===== config.mk =====
export PLATFORM = sky130hd
export DESIGN_NAME = p09_debouncer
export DESIGN_NICKNAME = d
export VERILOG_FILES = /design/src/rtl/p09_debouncer.sv
export SDC_FILE = /design/constraint.sdc
export NUM_CORES = 1
export LEC_CHECK = 0
export BUFFER_PORTS_ARGS = -buffer_cell sky130_fd_sc_hd__buf_2
export CAP_MARGIN = 20
export CORE_ASPECT_RATIO = 0.9
export CORE_MARGIN = 2
export CORE_UTILIZATION = 55
export DETAILED_ROUTE_END_ITERATION = 8
export PLACE_DENSITY = 0.72
export SLEW_MARGIN = 30
export SYNTH_ARGS = -nofsm -noshare
export SYNTH_HDL_FRONTEND = slang
export SYNTH_SLANG_ARGS = --single-unit

===== constraint.sdc =====
create_clock -name clk -period 4.7 [get_ports clk]
set_clock_uncertainty 0.1 [all_clocks]
set_input_delay 0.705 -clock clk [delete_from_list [all_inputs] [get_ports clk]]
set_output_delay 0.705 -clock clk [all_outputs]
set_load 0.02 [all_outputs]

===== src/rtl/p09_debouncer.sv =====
// p09_debouncer: removes contact bounce from an already-synchronized level.
// Emits a registered debounced level, one-cycle rise/fall pulses and a
// one-cycle long-press pulse once the level has been held high long enough.
module p09_debouncer #(
    parameter int unsigned STABLE_CYCLES = 50000,
    parameter int unsigned LONG_CYCLES   = 50000000
) (
    input  logic clk,
    input  logic reset,
    input  logic in,
    output logic out,
    output logic rise,
    output logic fall,
    output logic long_press
);

    localparam int unsigned SW = $clog2(STABLE_CYCLES);
    // One extra code above LONG_CYCLES-1 so the counter can park there after firing.
    localparam int unsigned HW = $clog2(LONG_CYCLES + 1);

    localparam logic [SW-1:0] STAB_LAST = SW'(STABLE_CYCLES - 1);
    localparam logic [HW-1:0] HOLD_LAST = HW'(LONG_CYCLES - 1);
    localparam logic [HW-1:0] HOLD_SAT  = HW'(LONG_CYCLES);

    typedef enum logic [1:0] {
        S_LOW,
        S_RISE_WAIT,
        S_HIGH,
        S_FALL_WAIT
    } state_t;

    state_t        state_q, state_d;
    logic [SW-1:0] stab_q,  stab_d;
    logic [HW-1:0] hold_q,  hold_d;
    logic          out_q,   out_d;
    logic          rise_q,  rise_d;
    logic          fall_q,  fall_d;
    logic          lp_q,    lp_d;

    // State, counters and all outputs registered; reset forces the idle-low state.
    always_ff @(posedge clk) begin
        if (reset) begin
            state_q <= S_LOW;
            stab_q  <= '0;
            hold_q  <= '0;
            out_q   <= 1'b0;
            rise_q  <= 1'b0;
            fall_q  <= 1'b0;
            lp_q    <= 1'b0;
        end else begin
            state_q <= state_d;
            stab_q  <= stab_d;
            hold_q  <= hold_d;
            out_q   <= out_d;
            rise_q  <= rise_d;
            fall_q  <= fall_d;
            lp_q    <= lp_d;
        end
    end

    // Debounce FSM, hold counter and pulse generation.
    always_comb begin
        state_d = state_q;
        stab_d  = stab_q;
        out_d   = out_q;
        rise_d  = 1'b0;
        fall_d  = 1'b0;
        hold_d  = hold_q;
        lp_d    = 1'b0;

        case (state_q)
            S_LOW: begin
                stab_d = '0;
                if (in) begin
                    state_d = S_RISE_WAIT;
                    stab_d  = SW'(1);
                end
            end
            S_RISE_WAIT: begin
                if (!in) begin
                    state_d = S_LOW;
                    stab_d  = '0;
                end else if (stab_q == STAB_LAST) begin
                    state_d = S_HIGH;
                    stab_d  = '0;
                    out_d   = 1'b1;
                    rise_d  = 1'b1;
                end else begin
                    stab_d = stab_q + SW'(1);
                end
            end
            S_HIGH: begin
                stab_d = '0;
                if (!in) begin
                    state_d = S_FALL_WAIT;
                    stab_d  = SW'(1);
                end
            end
            S_FALL_WAIT: begin
                if (in) begin
                    state_d = S_HIGH;
                    stab_d  = '0;
                end else if (stab_q == STAB_LAST) begin
                    state_d = S_LOW;
                    stab_d  = '0;
                    out_d   = 1'b0;
                    fall_d  = 1'b1;
                end else begin
                    stab_d = stab_q + SW'(1);
                end
            end
            default: begin
                state_d = S_LOW;
                stab_d  = '0;
                out_d   = 1'b0;
            end
        endcase

        // Hold counter counts edges with out high; firing moves it to the
        // saturation code so at most one long_press occurs per press.
        if (!out_q || fall_d) begin
            hold_d = '0;
        end else if (hold_q != HOLD_SAT) begin
            hold_d = hold_q + HW'(1);
        end

        // An accepted release on the same edge takes priority over long_press.
        lp_d = out_q && (hold_q == HOLD_LAST) && !fall_d;
    end

    assign out        = out_q;
    assign rise       = rise_q;
    assign fall       = fall_q;
    assign long_press = lp_q;

endmodule

# After elaboration in Yosys (flattened, before gate mapping)
# Cells that the tools add are included.
totals:
  output_inout_bits: 4
  elab_cells: 57
  inputBits: 3
  ff_bits: 48
op_classes:
  bitwise: 2
  muxes: 21
  addsub: 2
  n_eq_ne: 14
  n_reduce_logical: 11
ops:
  columns: ["operator", "count"]
  rows:
  - ["$pmux 16 s4", 1]
  - ["$mux 16", 3]
  - ["$add 26x1->26 const B", 1]
  - ["$eq 26x26->1 const B", 1]
  - ["$ne 26x26->1 const B", 1]
  - ["$add 16x1->16 const B", 1]
  - ["$eq 16x16->1 const B", 1]
  - ["$mux 2", 6]
  - ["$ne 2x2->1 const B", 6]
  - ["$mux 1", 9]
  - ["$pmux 2 s4", 1]
  - ["$ne 3x3->1 const B", 2]
  - ["$reduce_and 5->1", 1]
  - ["$eq 2x2->1 const B", 2]
  - ["$reduce_and 4->1", 1]
  - ["$reduce_or 3->1", 1]
  - ["$eq 2x1->1 const B", 1]
  - ["$logic_and 1x1->1", 2]
  - ["$logic_not 1->1", 2]
  - ["$logic_not 2->1", 1]
  - ["$not 1->1", 2]
  - ["$pmux 1 s2", 1]
  - ["$reduce_bool 2->1", 1]
  - ["$reduce_or 2->1", 1]
  - ["$logic_or 1x1->1", 1]

# Logic depth before layout (Yosys ltp)
# Gate-level depths: netlist (run 1).
logic_depth:
  depth_word: 6
  ltp_mapped: 6
  mapped_depth_nobuf: 6

# Least setup slack after synthesis (run 1)
# OpenSTA, ideal clock, no wires.
synth_timing:
  kind: "register to register"
  from: "register hold_q[1]"
  to: "register hold_q[24]"
  setup_slack_ns: 2.776
  t_required_ns: 4.530
  arrival_ns: 1.754
  stages_incl_launch_ff: 7
  cell_sequence: "dfxtp_1 -> ha_1 -> nand4_1 -> or3_1 -> buf_2 -> or4_1 -> a21oi_1"
synth_between:
  elab_chain_cells: 1
  elab_cells_between_ends: 2
synth_lines:
  columns: ["item", "line", "text"]
  rows:
  - ["start: declaration", "34", "logic [HW-1:0] hold_q, hold_d;"]
  - ["start signal: assignment", "53", "hold_q <= hold_d;"]
  - ["$add 26x1->26 / $ne 26x26->1 (equally long branches)", "124, 123", null]
# Parallel ways exist; a longest one is shown, timed or not.
# A chain may end at the register's enable or synchronous reset.

# Worst setup path in the final report (run 1)
layout_timing:
  from: "register stab_q[6]"
  to: "register hold_q[0]"
layout_between:
  elab_chain_cells: 6
layout_lines:
  columns: ["item", "line", "text"]
  rows:
  - ["start: declaration", "33", "logic [SW-1:0] stab_q, stab_d;"]
  - ["start signal: assignment", "52", "stab_q <= stab_d;"]
  - ["$eq 16x16->1", "103", "end else if (stab_q == STAB_LAST) begin"]
  - ["$mux 1", "103", null]
  - ["$mux 1", "100", "if (in) begin"]
  - ["$mux 1", "71", "case (state_q)"]
  - ["$logic_or 1x1->1", "121", "if (!out_q || fall_d) begin"]
  - ["$reduce_or 2->1 (no source line)", null, null]
# No other way between the ends.

==> impl.org, run 1 <==
** Critical path
- The signal on the critical path passes through nor4bb_1 -> nand4_1 -> o21ai_4 -> nor3_1.
- Along the worst path, the maximum fanout reaches 27.
- At the worst endpoint, the arrival time is 2280 ps.
- For this design, the slowest cell found on the critical path is o21ai_4.
- STA classifies the critical path endpoint as a register.
- In this run the register-to-register setup slack is 2470 ps.
- Startpoint type of the worst setup path :: register
- The critical path in this run is classified as register to register.
- For the worst setup path, the data required time is 4760 ps.
- Maximum single-stage delay on the critical path :: 630 ps

** Floorplanning
- For this configuration, the core starts out at a cell density of 0.5847.
- The floorplan step defined a core boundary enclosing 3784 µm².
- After floorplanning, the core was divided into 21 placement rows.
- The die is 70.85 µm wide.
- The die covers 4546 µm².
- I/O pin count :: 7
- Vert. Die Dim :: 64.17 µm

** Layout
- After routing the design area is 2370 µm².
- Fraction of final layout cells sized beyond drive strength 1 :: 0.07634
- Number of nets in the finished design :: 267
- Fillcell total :: approximately 330
- Registers take 960.9 µm².
- Multi-input gate area in the final layout :: between 1000 and 1500 µm²
- Relative to the synthesized area, the layout overhead comes to 7.127%.
- Diodes inserted :: 0
- For this run, the number of standard cells in the final layout without fillers is 308.

** Synthesis
- The share of the Yosys chip area taken by registers is 0.4344.
- Avg Cell Area, Syn :: 8.709 µm²
- For this run, the number of Yosys warnings is 0.
- The netlist uses 37 different library cells.
- In this run, synthesis inferred 0 flip-flops with an integrated enable.
- Of all flip-flops after synthesis, the portion carrying an async set or reset was 0.
- After synthesis the netlist holds a flip-flop and latch count of 48.
- Netlist area before placement :: between 2000 and 2500 µm²
- Instance count of the mapped netlist :: about 250
- Top_reg_cell synth :: dfxtp_1
- Post-Synthesis Net Count :: 260

** GRT
- Global routing usage summed across all routing layers :: 0.2031
- Antenna violations before repair :: 0
- The number of global-route vias before repair is between 1,500 and 2,000.
- Largest net degree at the start of global routing :: 28
- Overflow left after global routing :: 0
- First-pass GRT wire length :: 7.417 mm

** Power and ir drop
- Overall Power :: 671.4 µW
- For this design the static power due to leakage is 0.0007183 µW.
- Peak supply drop :: between 200 and 300 µV
- Power density over the cells :: 283.3 nW/µm²

** STA
- Actual slew at the worst max-slew pin :: 686.8 ps
- Share of the clock period used by the worst path :: 0.4737
- The final hold violation count was 0.
- On the final layout, the worst hold slack is 386.1 ps.
- Final-layout setup total negative slack :: 0 ps
- Crit path time final :: 2226 ps
- Number of endpoints failing setup at the final stage :: 0
- Max Transition Viols Final :: 0
- Measured against its own limit, the worst slew margin works out to 0.5404.
- Setup repair after global routing left no endpoint under its margin.
- Based on the critical path, the design can be clocked at up to 449.2 MHz.

** Detailed routing
- Dividing the detail-routed wire length by the instance count gives 13.15 µm.
- The highest layer touched by signal routing is met4.
- Met3 WL post-DR :: about 190 µm
- Total wire length after detailed routing :: 4.050 mm
- The first detailed-routing pass took 6 iterations.
- DRT iter0 DRCs :: 107
- Using the TritonRoute via totals, the vias-per-cell ratio works out to 5.802.
- For this run, design rule violations remaining after detail routing come to 0.
- Detail Route Antenna Nets :: 0
- The final route contains 1,787 vias.
- Wire length the detailed router placed on met1 :: 2.183 mm
- Metal2 WL :: 1.597 mm

** Flow run
- Max capacitance violation total :: 0

** Placement
- The congestion estimate from routability-driven global placement came to 0.7559.
- The HPWL after detailed placement is ~3 mm.
- Placed Instances :: 300
- Port-buffer cells :: 6
- Placed standard-cell area :: 2280 µm²

** CTS
- CTS placed an instance of clkbuf_8 at the clock tree root.
- Number of sinks handled by clock tree synthesis :: 48
- Counting along the longest clock path gives a buffer depth of 2.
- Clock latency on the worst-skew pair :: 290 ps
- The H-tree generated during clock tree synthesis spans 2 levels.
- The number of hold buffers added after CTS was 0.
- CTS tree :: built
- After clock tree synthesis, the clock-pin slew on the worst setup and hold paths is 80 ps.
- Inserted Clock Buffers :: 5
- Post-CTS setup repair buffer count :: 0
- After clock tree synthesis, the repair step resized 0 gates.

** Run status
- The flow ran to the end, and the final reports show no timing, DRC or antenna violations.

** Hold path
- Path category of the worst min-delay check :: register to register
-- cell usage in the layout (no fill, tap or decap), drive strengths merged, types with 2 or more instances in the layout --
cell | Yosys | layout
dfxtp | 48 | 48
nand3 | 15 | 15
nand4 | 13 | 13
and4 | 8 | 8
ha | 3 | 3
nor3 | 11 | 11
nor4b | 3 | 3
nand2 | 15 | 15
or4 | 6 | 6
and2 | 2 | 2
inv | 9 | 9
nor2 | 28 | 28
o21ai | 9 | 9
a21oi | 18 | 18
xnor2 | 13 | 13
or3 | 8 | 8
nand2b | 2 | 2
o31ai | 5 | 5
nor4 | 4 | 4
and3 | 6 | 6
nor4bb | 3 | 3
buf | 3 | 6
clkbuf | 3 | 8
xor2 | 11 | 11
-- per-stage QoR --
step / utilization / setup WS, ps
floorplan: - / 2776
global placement: 0.6005 / 2309
detailed placement: 0.6025 / 2489
CTS: 0.6263 / 2480
global route: 0.6263 / 2248
finish: 0.6263 / 2474
-- worst max-delay path, delay by kind of cell, from the launching register on --
family / cells / cell delay [ps]
simple gates: 3 / 940
compound gates: 1 / 630
flops: 1 / 420
-- logic make-up after synthesis --
family,after synthesis,synth area share
and+or+nand+nor,126,0.3207
AOI/OAI and AO/OA,36,0.09560
xor gates and xnor gates,24,0.09502
adders and majority gates,3,0.01697
DFF,48,0.4344
buffers and inverters,15,0.02771
muxes,2,0.009615
-- path summary, 6_finish.rpt --
kind	start	end	depth (start not counted)
worst max-delay path	stab_q[6]$_SDFF_PP0_	hold_q[0]$_SDFFE_PP0P_	4
worst min-delay path	hold_q[23]$_SDFFE_PP0P_	hold_q[23]$_SDFFE_PP0P_	2
worst max register to register	stab_q[6]$_SDFF_PP0_	hold_q[0]$_SDFFE_PP0P_	4
worst min register to register	hold_q[23]$_SDFFE_PP0P_	hold_q[23]$_SDFFE_PP0P_	2
-- cells in the mapped netlist (5+ instances only) --
| library cell | n | area [µm²] |
|---|---|---|
| nor3_1 | 11 | 55.05 |
| and3_1 | 6 | 37.54 |
| and4_1 | 8 | 70.07 |
| xnor2_1 | 13 | 113.9 |
| nand4_1 | 12 | 75.07 |
| inv_1 | 9 | 33.78 |
| nand3_1 | 15 | 75.07 |
| a21oi_1 | 18 | 90.09 |
| xor2_1 | 11 | 96.34 |
| o31ai_1 | 5 | 37.54 |
| nor2_1 | 28 | 105.1 |
| or3_1 | 6 | 37.54 |
| nand2_1 | 15 | 56.30 |
| o21ai_0 | 8 | 40.04 |
| or4_1 | 5 | 37.54 |
| dfxtp_1 | 48 | 960.9 |
-- area by class of cell --
type | instances | area share
clock buffers | 8 | 0.03801
multi-input cells | 191 | 0.5053
flip-flops and latches | 48 | 0.4055
inverters | 9 | 0.01426
well taps | 46 | 0.02429
repair buffers | 6 | 0.01267
-- where the power goes --
part           switching, µW  internal [µW]
sequential              1.79            409
clock                    126            120
combinational           9.70           5.06
-- metal layers --
| layer | global-route usage | up-vias |
|---|---|---|
| li1 | - | 934 |
| met1 | 0.2996 | 803 |
| met2 | 0.2897 | 42 |
| met3 | 0.03943 | 8 |
| met4 | 0.08019 | 0 |
| met5 | 0 | - |
-- sequential cells by signal (all words and copies together), names as in the netlist, named ones only --
| name | count |
|---|---|
| state_q | 1 |
| stab_q | 16 |
| long_press | 1 |
| fall | 1 |
| hold_q | 26 |
| rise | 1 |
| out | 1 |
No activity file was read; power rests on OpenSTA's default activity.
==> inputs of run 2 (changes only) <==
clock period = 2.35 ns   (was 4.7 ns; I/O delays follow)
==> run 2 against run 1 <==
Effect of this change:
- wire length grew 2.2%
- die area is the same
- hold slack lost 220 ps
- sequential power grew 100%
- core utilization grew 0.79 points
- sequential share of layout area shrank 0.51 points
- design area grew 1.3%
- combinational power grew 120%
- total power grew 100%
- first-iteration DRC count grew 57%
- register-to-register slack lost 2300 ps
- via count grew 2.5%
- critical endpoint is now hold_q[24]$_SDFFE_PP0P_
- highest routed layer unchanged
==> impl.org, run 2 (synthesis results as in run 1) <==
** STA
- The final max-slew violation count was 0.
- The final hold violation count was 0.
- Headroom to the max-slew limit came out at 0.6180.
- Derived from the worst setup path, the maximum achievable clock frequency is between 400 and 500 MHz.
- Final-layout setup total negative slack :: 0 ps
- Counting I/O delays and the setup requirement, the final critical path takes approximately 2100 ps.
- Share of the clock period used by the worst path :: 0.9077
- Actual slew at the worst max-slew pin :: roughly 570 ps
- Setup violations remaining at the end of the flow were counted as 0.
- Setup repair after global routing left no endpoint under its margin.

** Power and ir drop
- The analysis attributes to cell leakage a power of 0.0007440 µW.
- Internal portion of total power :: 1065 µW
- Of the total power, the clock network draws 0.372.
- The design draws between 1000 and 1500 µW.
- Power density over the cells :: around 570 nW/µm²
- Net Switching :: 295.4 µW
- Proportion of power drawn by flip-flops and latches :: 0.604
- VDD sags by at most 421.0 µV.
- Of the total power, the share spent switching nets is 0.2171.
- Of the total power, combinational logic draws 0.024.

** Layout
- Fillcell total :: 349
- In the final layout, flip-flops and latches occupy 960.9 µm².
- The register with the most flip-flops in the layout has 26 of them.
- In the final layout, the multi-input gates occupy around 1200 µm².
- The top cell types in the final layout, fill and taps aside, are dfxtp_1 (48), nor2_1 (28), a21oi_1 (18), nand2_1 (15), nand3_1 (15).
- Diodes inserted :: 0
- Syn-to-layout area delta :: 8.484%
- In the final layout, the registers with the most flip-flops are hold_q (26), stab_q (16).
- Number of nets in the finished design :: 270
- The library cell used most frequently in the layout, excluding fill and tap cells, is dfxtp_1.
- Register ranked first by flip-flop count :: hold_q
- Of the cells placed in the final design, the portion with a size suffix greater than 1 is 0.09434.

** Detailed routing
- Number of optimization iterations in the first detailed-route pass :: 4
- Number of vias after detailed routing :: 1,831
- The detail route stage leaves a number of antenna-violating nets equal to 0.
- The final layout contains routed wiring with a total length of 4.140 mm.
- DRC violations left :: 0
- The first routing iteration left 168 violations.
- In the routed layout, each cell is associated on average with a via count of 5.887.
- Dividing the detail-routed wire length by the instance count gives between 10 and 15 µm.

** GRT
- Entering global routing, the biggest net connects 28 pins.
- The global routing stage identified its most utilized layer as met2.
- Global routing met2 resource utilization :: 0.2897
- Fraction of met3 tracks used by global routing :: 0.06940
- First-pass GRT wire length :: 7.286 mm
- For this run, global-route usage on met1 was measured as 0.2818.
- Global routing usage summed across all routing layers :: 0.2000
- The number of global-route vias before repair came to 1,647.
- Global routing finished with a remaining overflow of 0.
- Antenna violations before repair :: 0

** Critical path
- Startpoint type of the worst setup path :: register
- The worst setup path is of the register to register kind.
- CP max-delay cell :: or4_1
- Counting both buffers and inverters, the worst setup path holds a total of 0.
- Maximum single-stage delay on the critical path :: roughly 510 ps
- The signal on the critical path passes through ha_1 -> nand4_1 -> or3_1 -> or4_1 -> a21oi_1.
- STA puts the critical path data required time at 2490 ps.
- STA classifies the critical path endpoint as a register.
- For the worst setup path, the data arrival time is 2270 ps.
- In this run the worst path has a maximum fanout of 11.
- On the critical path the largest part of the delay comes from simple AND/OR/NAND/NOR gates.

** Flow run
- The tool flagged a number of max-cap violations equal to 0.

** Floorplanning
- Measured along the y axis, the die boundary spans 64.17 µm.
- Standard-cell rows :: 21
- The die is 70.85 µm wide.
- I/O pin count :: 7
- The total area inside the core boundary comes to 3784 µm².
- Die outline area :: 4546 µm²
- The initial utilization of the core area, before any placement, comes to 0.5847.

** Hold path
- Path category of the worst min-delay check :: input pin to register

** CTS
- After clock tree synthesis, the flow added hold-fix buffers numbering 0.
- Clock latency on the worst-skew pair, taken at its later pin, is 300 ps.
- Once the clock tree was built, the resizer swapped 0 gates to a different size.
- TritonCTS built the clock tree.
- The tree built by TritonCTS fans out to between 40 and 50 sinks.
- The number of setup buffers added after CTS is 0.
- Number of H-tree branching levels :: 2
- Clock Pin Slew Worst Setup and Hold Paths :: ~80 ps
- Clock root buffer :: clkbuf_8
- Clk buf depth :: 2
- Counting the buffers created by CTS gives 5.

** Run status
- Status :: finished, final reports clean

** Placement
- Port-buffer cells :: 6
- Detailed placement ended at an HPWL of 2.898 mm.
- Placer Congestion :: 0.8156
run 2: per-layer routing:
metal / vias to the layer above / share of wire
met3: 4 / 0.038
met2: 25 / 0.42
li1: 949 / -
met5: - / 0
met4: 0 / 0.0046
met1: 853 / 0.54
run 2: area by class of cell:
type	count	area share
multi-input cells	191	0.4958
repair buffers	9	0.02711
inverters	9	0.01408
well taps	46	0.02398
clock inverters	2	0.004171
flip-flops and latches	48	0.4004
clock buffers	6	0.03441
run 2: power by group through the flow:
stage	Combinational, µW	Sequential [µW]	Clock [µW]
floorplan	19.0	842	0
global placement	32.8	840	0
detailed placement	33.2	840	0
CTS	33.0	821	527
global route	36.8	822	550
finish	32.9	821	506
run 2: metrics by stage:
| stage | hold slack, ps | std cells | area [µm²] | utilization | setup slack (ps) |
|---|---|---|---|---|---|
| finish | 167.3 | 311 | 2400 | 0.6343 | 216.9 |
| detailed placement | 363.4 | 303 | 2307 | 0.6098 | 258.5 |
| global placement | 359.9 | 303 | 2307 | 0.6098 | 315.2 |
| floorplan | 321.6 | 254 | 2212 | - | 426.2 |
| global route | 162.4 | 311 | 2400 | 0.6343 | 32.57 |
| CTS | 151.0 | 311 | 2400 | 0.6343 | 235.8 |
run 2: final timing paths:
check	from	end	slack [ps]	cells past startpoint
max reg2reg	hold_q[1]$_SDFFE_PP0P_	hold_q[24]$_SDFFE_PP0P_	220	5
min	reset	out$_SDFFE_PP0P_	170	2
min reg2reg	stab_q[15]$_SDFF_PP0_	stab_q[15]$_SDFF_PP0_	380	2
max	hold_q[1]$_SDFFE_PP0P_	hold_q[24]$_SDFFE_PP0P_	220	5
